<file path="config.mk">
export PLATFORM = sky130hd
export DESIGN_NAME = um1_loader
export DESIGN_NICKNAME = d
export VERILOG_FILES = /design/src/rtl/um1_loader.sv
export SDC_FILE = /design/constraint.sdc
export NUM_CORES = 1
export LEC_CHECK = 0
export CAP_MARGIN = 20
export CORE_ASPECT_RATIO = 2
export CORE_MARGIN = 4
export CORE_UTILIZATION = 54
export DETAILED_ROUTE_END_ITERATION = 12
export PLACE_DENSITY = 0.79
export SLEW_MARGIN = 20
export SYNTH_ARGS = -nofsm -noshare
export SYNTH_HDL_FRONTEND = slang
export SYNTH_SLANG_ARGS = --single-unit
</file>
<file path="constraint.sdc">
create_clock -name ck -period 2.45 [get_ports ck]
set_clock_uncertainty 0.1 [all_clocks]
set_input_delay 0.245 -clock ck [delete_from_list [all_inputs] [get_ports ck]]
set_output_delay 0.245 -clock ck [all_outputs]
set_load 0.01 [all_outputs]
</file>
<file path="src/rtl/um1_loader.sv">
// Serial microcode loader: shifts address/word frames in from a host link
// and writes them into the sequencer's microprogram memory. Option: UM1_LOADER_PARITY_EN.
module um1_loader (
  input  logic        ck,
  input  logic        rst_n,
  input  logic        sen,
  input  logic        sck,
  input  logic        sdi,
  input  logic        ec,
  output logic [4:0]  wa,
  output logic [12:0] wdat,
  output logic        we,
  output logic        hold,
  output logic        err,
  output logic [5:0]  nw
);

`ifdef UM1_LOADER_PARITY_EN
  localparam int NB = 19;
`else
  localparam int NB = 18;
`endif
  localparam logic [4:0] NB_W = 5'(NB);

  typedef enum logic [1:0] {IDLE, SHIFT, CHECK, WRITE} state_t;

  state_t state_q, state_d;

  logic [2:0]    sen_sync_q, sen_sync_d;
  logic [2:0]    sck_sync_q, sck_sync_d;
  logic [2:0]    sdi_sync_q, sdi_sync_d;
  logic [NB-1:0] sr_q, sr_d;
  logic [4:0]    bc_q, bc_d;
  logic [4:0]    wa_q, wa_d;
  logic [12:0]   wdat_q, wdat_d;
  logic          err_q, err_d;
  logic [5:0]    nw_q, nw_d;

  logic sen_fall, sen_rise, sck_rise, sdi_al;
  logic frame_ok;

  // stage 2 vs stage 3 gives the edge; sdi stage 2 lines up with it
  assign sen_fall = ~sen_sync_q[1] &  sen_sync_q[2];
  assign sen_rise =  sen_sync_q[1] & ~sen_sync_q[2];
  assign sck_rise =  sck_sync_q[1] & ~sck_sync_q[2];
  assign sdi_al   =  sdi_sync_q[1];

`ifdef UM1_LOADER_PARITY_EN
  assign frame_ok = (bc_q == NB_W) && !(^sr_q);
`else
  assign frame_ok = (bc_q == NB_W);
`endif

  always_ff @(posedge ck or negedge rst_n) begin
    if (!rst_n) state_q <= IDLE;
    else        state_q <= state_d;
  end

  always_comb begin
    state_d = state_q;
    unique case (state_q)
      IDLE:    if (sen_fall) state_d = SHIFT;
      SHIFT:   if (sen_rise) state_d = CHECK;
      CHECK:   state_d = frame_ok ? WRITE : IDLE;
      WRITE:   state_d = IDLE;
      default: state_d = IDLE;
    endcase
  end

  always_comb begin
    we   = (state_q == WRITE);
    hold = (state_q != IDLE) || !sen_sync_q[1];
  end

  always_comb begin
    sen_sync_d = {sen_sync_q[1:0], sen};
    sck_sync_d = {sck_sync_q[1:0], sck};
    sdi_sync_d = {sdi_sync_q[1:0], sdi};
    sr_d       = sr_q;
    bc_d       = bc_q;
    wa_d       = wa_q;
    wdat_d     = wdat_q;
    err_d      = err_q;
    nw_d       = nw_q;
    if (state_q == IDLE && sen_fall) begin
      sr_d = '0;
      bc_d = '0;
    end
    if (state_q == SHIFT && sck_rise) begin
      sr_d = {sr_q[NB-2:0], sdi_al};
      if (bc_q != 5'd31) bc_d = bc_q + 5'd1;
    end
    if (state_q == CHECK && frame_ok) begin
      wa_d   = sr_q[NB-1 -: 5];
      wdat_d = sr_q[NB-6 -: 13];
    end
    if (state_q == CHECK && !frame_ok) err_d = 1'b1;
    else if (ec)                       err_d = 1'b0;
    if (state_q == WRITE && nw_q != 6'd63) nw_d = nw_q + 6'd1;
  end

  always_ff @(posedge ck or negedge rst_n) begin
    if (!rst_n) begin
      sen_sync_q <= 3'b111;
      sck_sync_q <= '0;
      sdi_sync_q <= '0;
      sr_q       <= '0;
      bc_q       <= '0;
      wa_q       <= '0;
      wdat_q     <= '0;
      err_q      <= 1'b0;
      nw_q       <= '0;
    end else begin
      sen_sync_q <= sen_sync_d;
      sck_sync_q <= sck_sync_d;
      sdi_sync_q <= sdi_sync_d;
      sr_q       <= sr_d;
      bc_q       <= bc_d;
      wa_q       <= wa_d;
      wdat_q     <= wdat_d;
      err_q      <= err_d;
      nw_q       <= nw_d;
    end
  end

  assign wa   = wa_q;
  assign wdat = wdat_q;
  assign err  = err_q;
  assign nw   = nw_q;

endmodule

</file>
=== Yosys cells after proc, flatten, opt, wreduce, memory -nomap -nowiden ===
Cells that the tools add are included.

* Word-level logic and storage cells: 50
* Flip-flop bits (word level): 58
* Input port bits: 6

* $add $sub $neg: 2
* Bitwise logic cells: 6
* Reductions and logical operators: 13
* Multiplexer cells: 11
* Equal/unequal tests: 8

{| class="wikitable"
|+ Operators with widths
! operator !! number
|-
| 18-bit two-way mux || 2
|-
| 5-bit two-way mux || 3
|-
| 2-bit case mux with 4 select lines || 1
|-
| 6-bit by 1-bit adder with 6-bit output (second input constant) || 1
|-
| 2-bit two-way mux || 3
|-
| 6-bit inequality test (second input constant) || 1
|-
| 2-bit nonzero test || 3
|-
| 5-bit by 1-bit adder with 5-bit output (second input constant) || 1
|-
| 5-bit equality test (second input constant) || 1
|-
| 1-bit logical AND || 5
|-
| 5-bit inequality test (second input constant) || 1
|-
| 2-bit equality test (second input constant) || 2
|-
| 2-bit inequality test (second input constant) || 2
|-
| 1-bit bitwise AND || 3
|-
| 1-bit NOT || 3
|-
| 2-bit by 1-bit equality test with 1-bit output (second input constant) || 1
|-
| 1-bit logical NOT || 2
|-
| 2-bit logical NOT || 1
|-
| 1-bit two-way mux || 2
|-
| 2-bit AND reduction || 1
|-
| 1-bit logical OR || 1
|}

=== Logic depth before layout (Yosys ltp) ===
* Word-level depth: 6
* Depth in mapped cells: 6

=== Worst setup path after synthesis ===
OpenSTA, ideal clock, no wires.

* Path kind: reg2reg
* From: reg bc_q[0]
* To: reg bc_q[3]
* Period minus slack after synthesis: 1776 ps
* Slack: 674 ps
* Required time: 2263 ps
* Data arrival time: 1590 ps
* Stages on the path, launching flop included: 6
* Setup time: 87 ps
* Path through: dfrtp_1 ha_1 and3_1 ha_1 or4_1 o211ai_1

* Cells in the longest elaborated chain, start to end: 3
* Elaborated cells between the ends (all ways): 4

{| class="wikitable"
|+ Ends and longest elaborated chain
! what !! line !! RTL
|-
| start: declaration || 33 || <nowiki>logic [4:0] bc_q, bc_d;</nowiki>
|-
| start signal: assignment || 108 || <nowiki>bc_q <= '0;</nowiki>
|-
| start signal: assignment || 118 || <nowiki>bc_q <= bc_d;</nowiki>
|-
| 5-bit by 1-bit adder with 5-bit output / 5-bit inequality test (equally long branches) || 91 || <nowiki>if (bc_q != 5'd31) bc_d = bc_q + 5'd1;</nowiki>
|-
| 5-bit two-way mux * || 91 ||
|-
| 5-bit two-way mux * || 89 || <nowiki>if (state_q == SHIFT && sck_rise) begin</nowiki>
|-
| via bc_d[3] || 33 ||
|}

The timed path passes the listed nets; every way through them passes the cells marked *.
A chain may end at the register's enable or synchronous reset.

=== Worst setup path after layout ===
* From: reg state_q[0]
* To: out we

* Cells in the longest elaborated chain, start to end: 1

{| class="wikitable"
|+ Ends and longest elaborated chain
! what !! line !! RTL
|-
| start: declaration || 27 || <nowiki>state_t state_q, state_d;</nowiki>
|-
| start signal: assignment || 56 || <nowiki>else state_q <= state_d;</nowiki>
|-
| 2-bit equality test || 71 || <nowiki>we = (state_q == WRITE);</nowiki>
|-
| end: declaration || 12 || <nowiki>output logic we,</nowiki>
|}

Every way passes these cells.

==> summary.md <==
| Metric | Value |
|---|---|
| First-pass DRT Iterations | `4` |
| Final WL | `4.475 mm` |
| Setup crit end kind | `output port` |
| Clock Pin Slew Worst Setup and Hold Paths | `60 ps` |
| Cts hold-fix bufs | `1` |
| Relative slew slack | `54.41%` |
| Crit path max-delay family | `buffers and inverters` |
| M1 WL | `1.782 mm` |
| GPL Wtd Cong | `0.7511` |
| Sequential Power Share | `49.7%` |
| Fillers | `307` |
| DR WL met2 | `2.527 mm` |
| # resized after CTS | `0` |
| DRT antenna net count | `0` |
| ANT cells | `0` |
| Die H | `102.4 um` |
| Critical path fanouts, max | `12` |
| Kind of critical path | `flop to output port` |
| GRT overflow | `0` |
| Unique masters post-synth | `36` |
| Max stage delay cell, worst path | `dfrtp_1` |
| Total CTS buffers | `9` |
| Wire per inst | `16.89 um` |
| Avg Synthesized Cell Area | `14.49 um2` |
| RSZ-0062 raised after global routing | `no` |
| Critical path buffers and inverters | `2` |
| Crit path DAT | `1820 ps` |
| Part of the power in combinational logic | `10.8%` |
| CP peak stage delay | `590 ps` |
| CTS tree | `yes` |
| I/O pin cnt | `33` |
| Syn Inst Count | `166` |
| Clk root buf | `clkbuf_8` |
| YS warnings | `0` |
| Mapped Area | `0.002405 mm2` |
| Area added between synthesis and finish | `23.31%` |
| Synth Register Bits | `58` |
| Post-route cell area | `0.002965 mm2` |
| Lkg Pwr | `0.001415 uW` |
| IO Port Bufs | `32` |
| Worst skew pair latency | `330 ps` |
| First-pass GRT wire length | `7.645 mm` |
| Largest net degree at the start of global routing | `22` |
| Vias in the first global route | `1557` |
| Fin. Hold Viols | `0` |
| Share of cells above drive strength 1 | `23.22%` |
| Worst hold path class | `input port to flop` |
| Vias | `1476` |
| Worst-margin pin slew | `683.8 ps` |
| Worst VDD drop | `0.5080 mV` |
| CP required | `2110 ps` |
| Power share of the clock group | `39.6%` |
| Max Freq | `0.4615 GHz` |
| Met3 WL | `128 um` |
| Iteration-0 DRC Markers | `38` |
| Switching share of power | `24.96%` |
| Die area | `0.005650 mm2` |
| Number of cell rows | `34` |
| Max-Cap Viols | `0` |
| Post-CTS setup buffer count | `0` |
| Clock sink total | `58` |
| Via density per instance | `5.570` |
| Most frequent cells in the layout | `dfrtp_1 (55), clkdlybuf4s50_1 (31), a22o_1 (18), mux2_4 (18), clkbuf_8 (11)` |
| Detailed-placement wirelength estimate | `3.200 mm` |
| Starting density of the core | `55.42%` |
| # DRC | `0` |
| Startpoint types | `flop` |
| Switch Pwr | `553.0 uW` |
| Final Max Slew Viols | `0` |
| Int Pwr | `1663 uW` |
| P per Cell Area | `747.1 mW/mm2` |
| Status | `finished, final reports clean` |
| Core area | `0.004339 mm2` |
| Cell area after placement | `0.002751 mm2` |
| Antenna violations before repair | `0` |
| Chip width | `55.19 um` |
| Commonest non-fill, non-tap cell in the layout | `dfrtp_1` |
| Minimum clock period | `2167 ps` |
| GRT Util Overall | `19.48%` |
| Crit path cell chain | `nand2_1, inv_1, clkdlybuf4s50_1` |
| Max Used Layer | `met4` |
| Setup_tns | `0 ps` |
| Endpoints failing setup | `0` |
| Tcrit/Tclk final | `88.43%` |
| CTS H-tree depth | `3` |
| Clock Tree Buf Depth | `2` |
| Final net count | `216` |
| Sequential fraction of the synthesis area | `60.51%` |
| Synth Net Count | `176` |
==> per-stage QoR <==
step	cells	util, %	power [uW]	worst slack (ps)	hold WS, ps
2_1_floorplan	166	-	1233	673.5	-150.6
3_3_place_gp	248	63.41	1328	652.8	105.0
3_5_place_dp	248	63.41	1357	538.9	121.3
4_1_cts	265	68.34	2252	267.6	202.2
5_1_grt	265	68.34	2338	156.8	212.1
6_report	265	68.34	2216	283.4	224.1
==> routing by layer <==
| layer | GRT usage (%) | up-vias |
|---|---|---|
| li1 | - | 693 |
| met1 | 22.28 | 751 |
| met3 | 6.423 | 2 |
| met4 | 11.24 | 0 |
| met2 | 30.75 | 30 |
| met5 | 0 | - |
==> flip-flops by register name, summed over array words and instances (netlist names) <==
signal / cells
state_q: 2
bc_q: 5
err: 1
sr_q: 18
sck_sync_q: 3
wa: 5
sen_sync_q: 3
sdi_sync_q: 2
nw: 6
wdat: 13
==> path summary, 6_finish.rpt <==
check                              start  slack, ps             to  cells past startpoint
max reg2reg                      bc_q[0]        540        bc_q[3]                      5
min reg2reg                sdi_sync_q[0]        250  sdi_sync_q[1]                      0
max in group asynchronous          rst_n       1260  sen_sync_q[2]                      3
max                           state_q[0]        280             we                      3
min in group asynchronous          rst_n        290        wdat[5]                      2
min                                  sen        220  sen_sync_q[0]                      1
==> area by class of cell <==
| type | count | area (um2) | area share [%] |
|---|---|---|---|
| Sequential cell | 58 | 1455 | 49.07 |
| Multi-Input combinational cell | 95 | 868.3 | 29.28 |
| Timing Repair Buffer | 36 | 347.8 | 11.73 |
| Clock buffer | 11 | 151.4 | 5.105 |
| Tap cell | 54 | 67.56 | 2.278 |
| Clock inverter | 5 | 52.55 | 1.772 |
| Inverter | 6 | 22.52 | 0.7595 |
==> synth_stat cells (all sizes together) <==
| cell type | n | area share [%] |
|---|---|---|
| a211oi | 2 | 0.62 |
| a21oi | 5 | 1.0 |
| a22o | 18 | 6.6 |
| a31o | 1 | 0.36 |
| and2 | 1 | 0.26 |
| and3 | 3 | 0.78 |
| and3b | 1 | 0.42 |
| and4bb | 2 | 1.0 |
| buf | 7 | 2.4 |
| dfrtp | 55 | 57 |
| dfstp | 3 | 3.3 |
| ha | 4 | 2.1 |
| inv | 6 | 0.94 |
| mux2 | 21 | 13 |
| nand2 | 6 | 0.94 |
| nand2b | 5 | 1.3 |
| nand3 | 2 | 0.42 |
| nand3b | 1 | 0.31 |
| nand4 | 2 | 0.52 |
| nand4bb | 1 | 1.1 |
| nor2 | 2 | 0.31 |
| nor2b | 1 | 0.26 |
| nor3 | 1 | 0.21 |
| nor3b | 1 | 0.31 |
| o211ai | 5 | 1.6 |
| o21ai | 6 | 1.4 |
| o32ai | 1 | 0.36 |
| or4 | 1 | 0.31 |
| or4b | 1 | 0.57 |
| xor2 | 1 | 0.36 |
==> power groups by stage <==
stage / sequential, uW / combinational (uW) / clock, uW
floorplan: 1100 / 132 / 0
global placement: 1110 / 222 / 0
detailed placement: 1120 / 241 / 0
CTS: 1100 / 244 / 909
global route: 1110 / 270 / 955
finish: 1100 / 239 / 876
==> kinds of logic after synthesis <==
kind of cell | share of synthesized area (%)
fa+ha+maj | 2.081
compound gates | 11.91
xor+xnor | 0.3643
buf+inv | 3.382
simple gates | 9.106
flops | 60.51
mux | 12.64
Power figures use the tool's default switching activity.
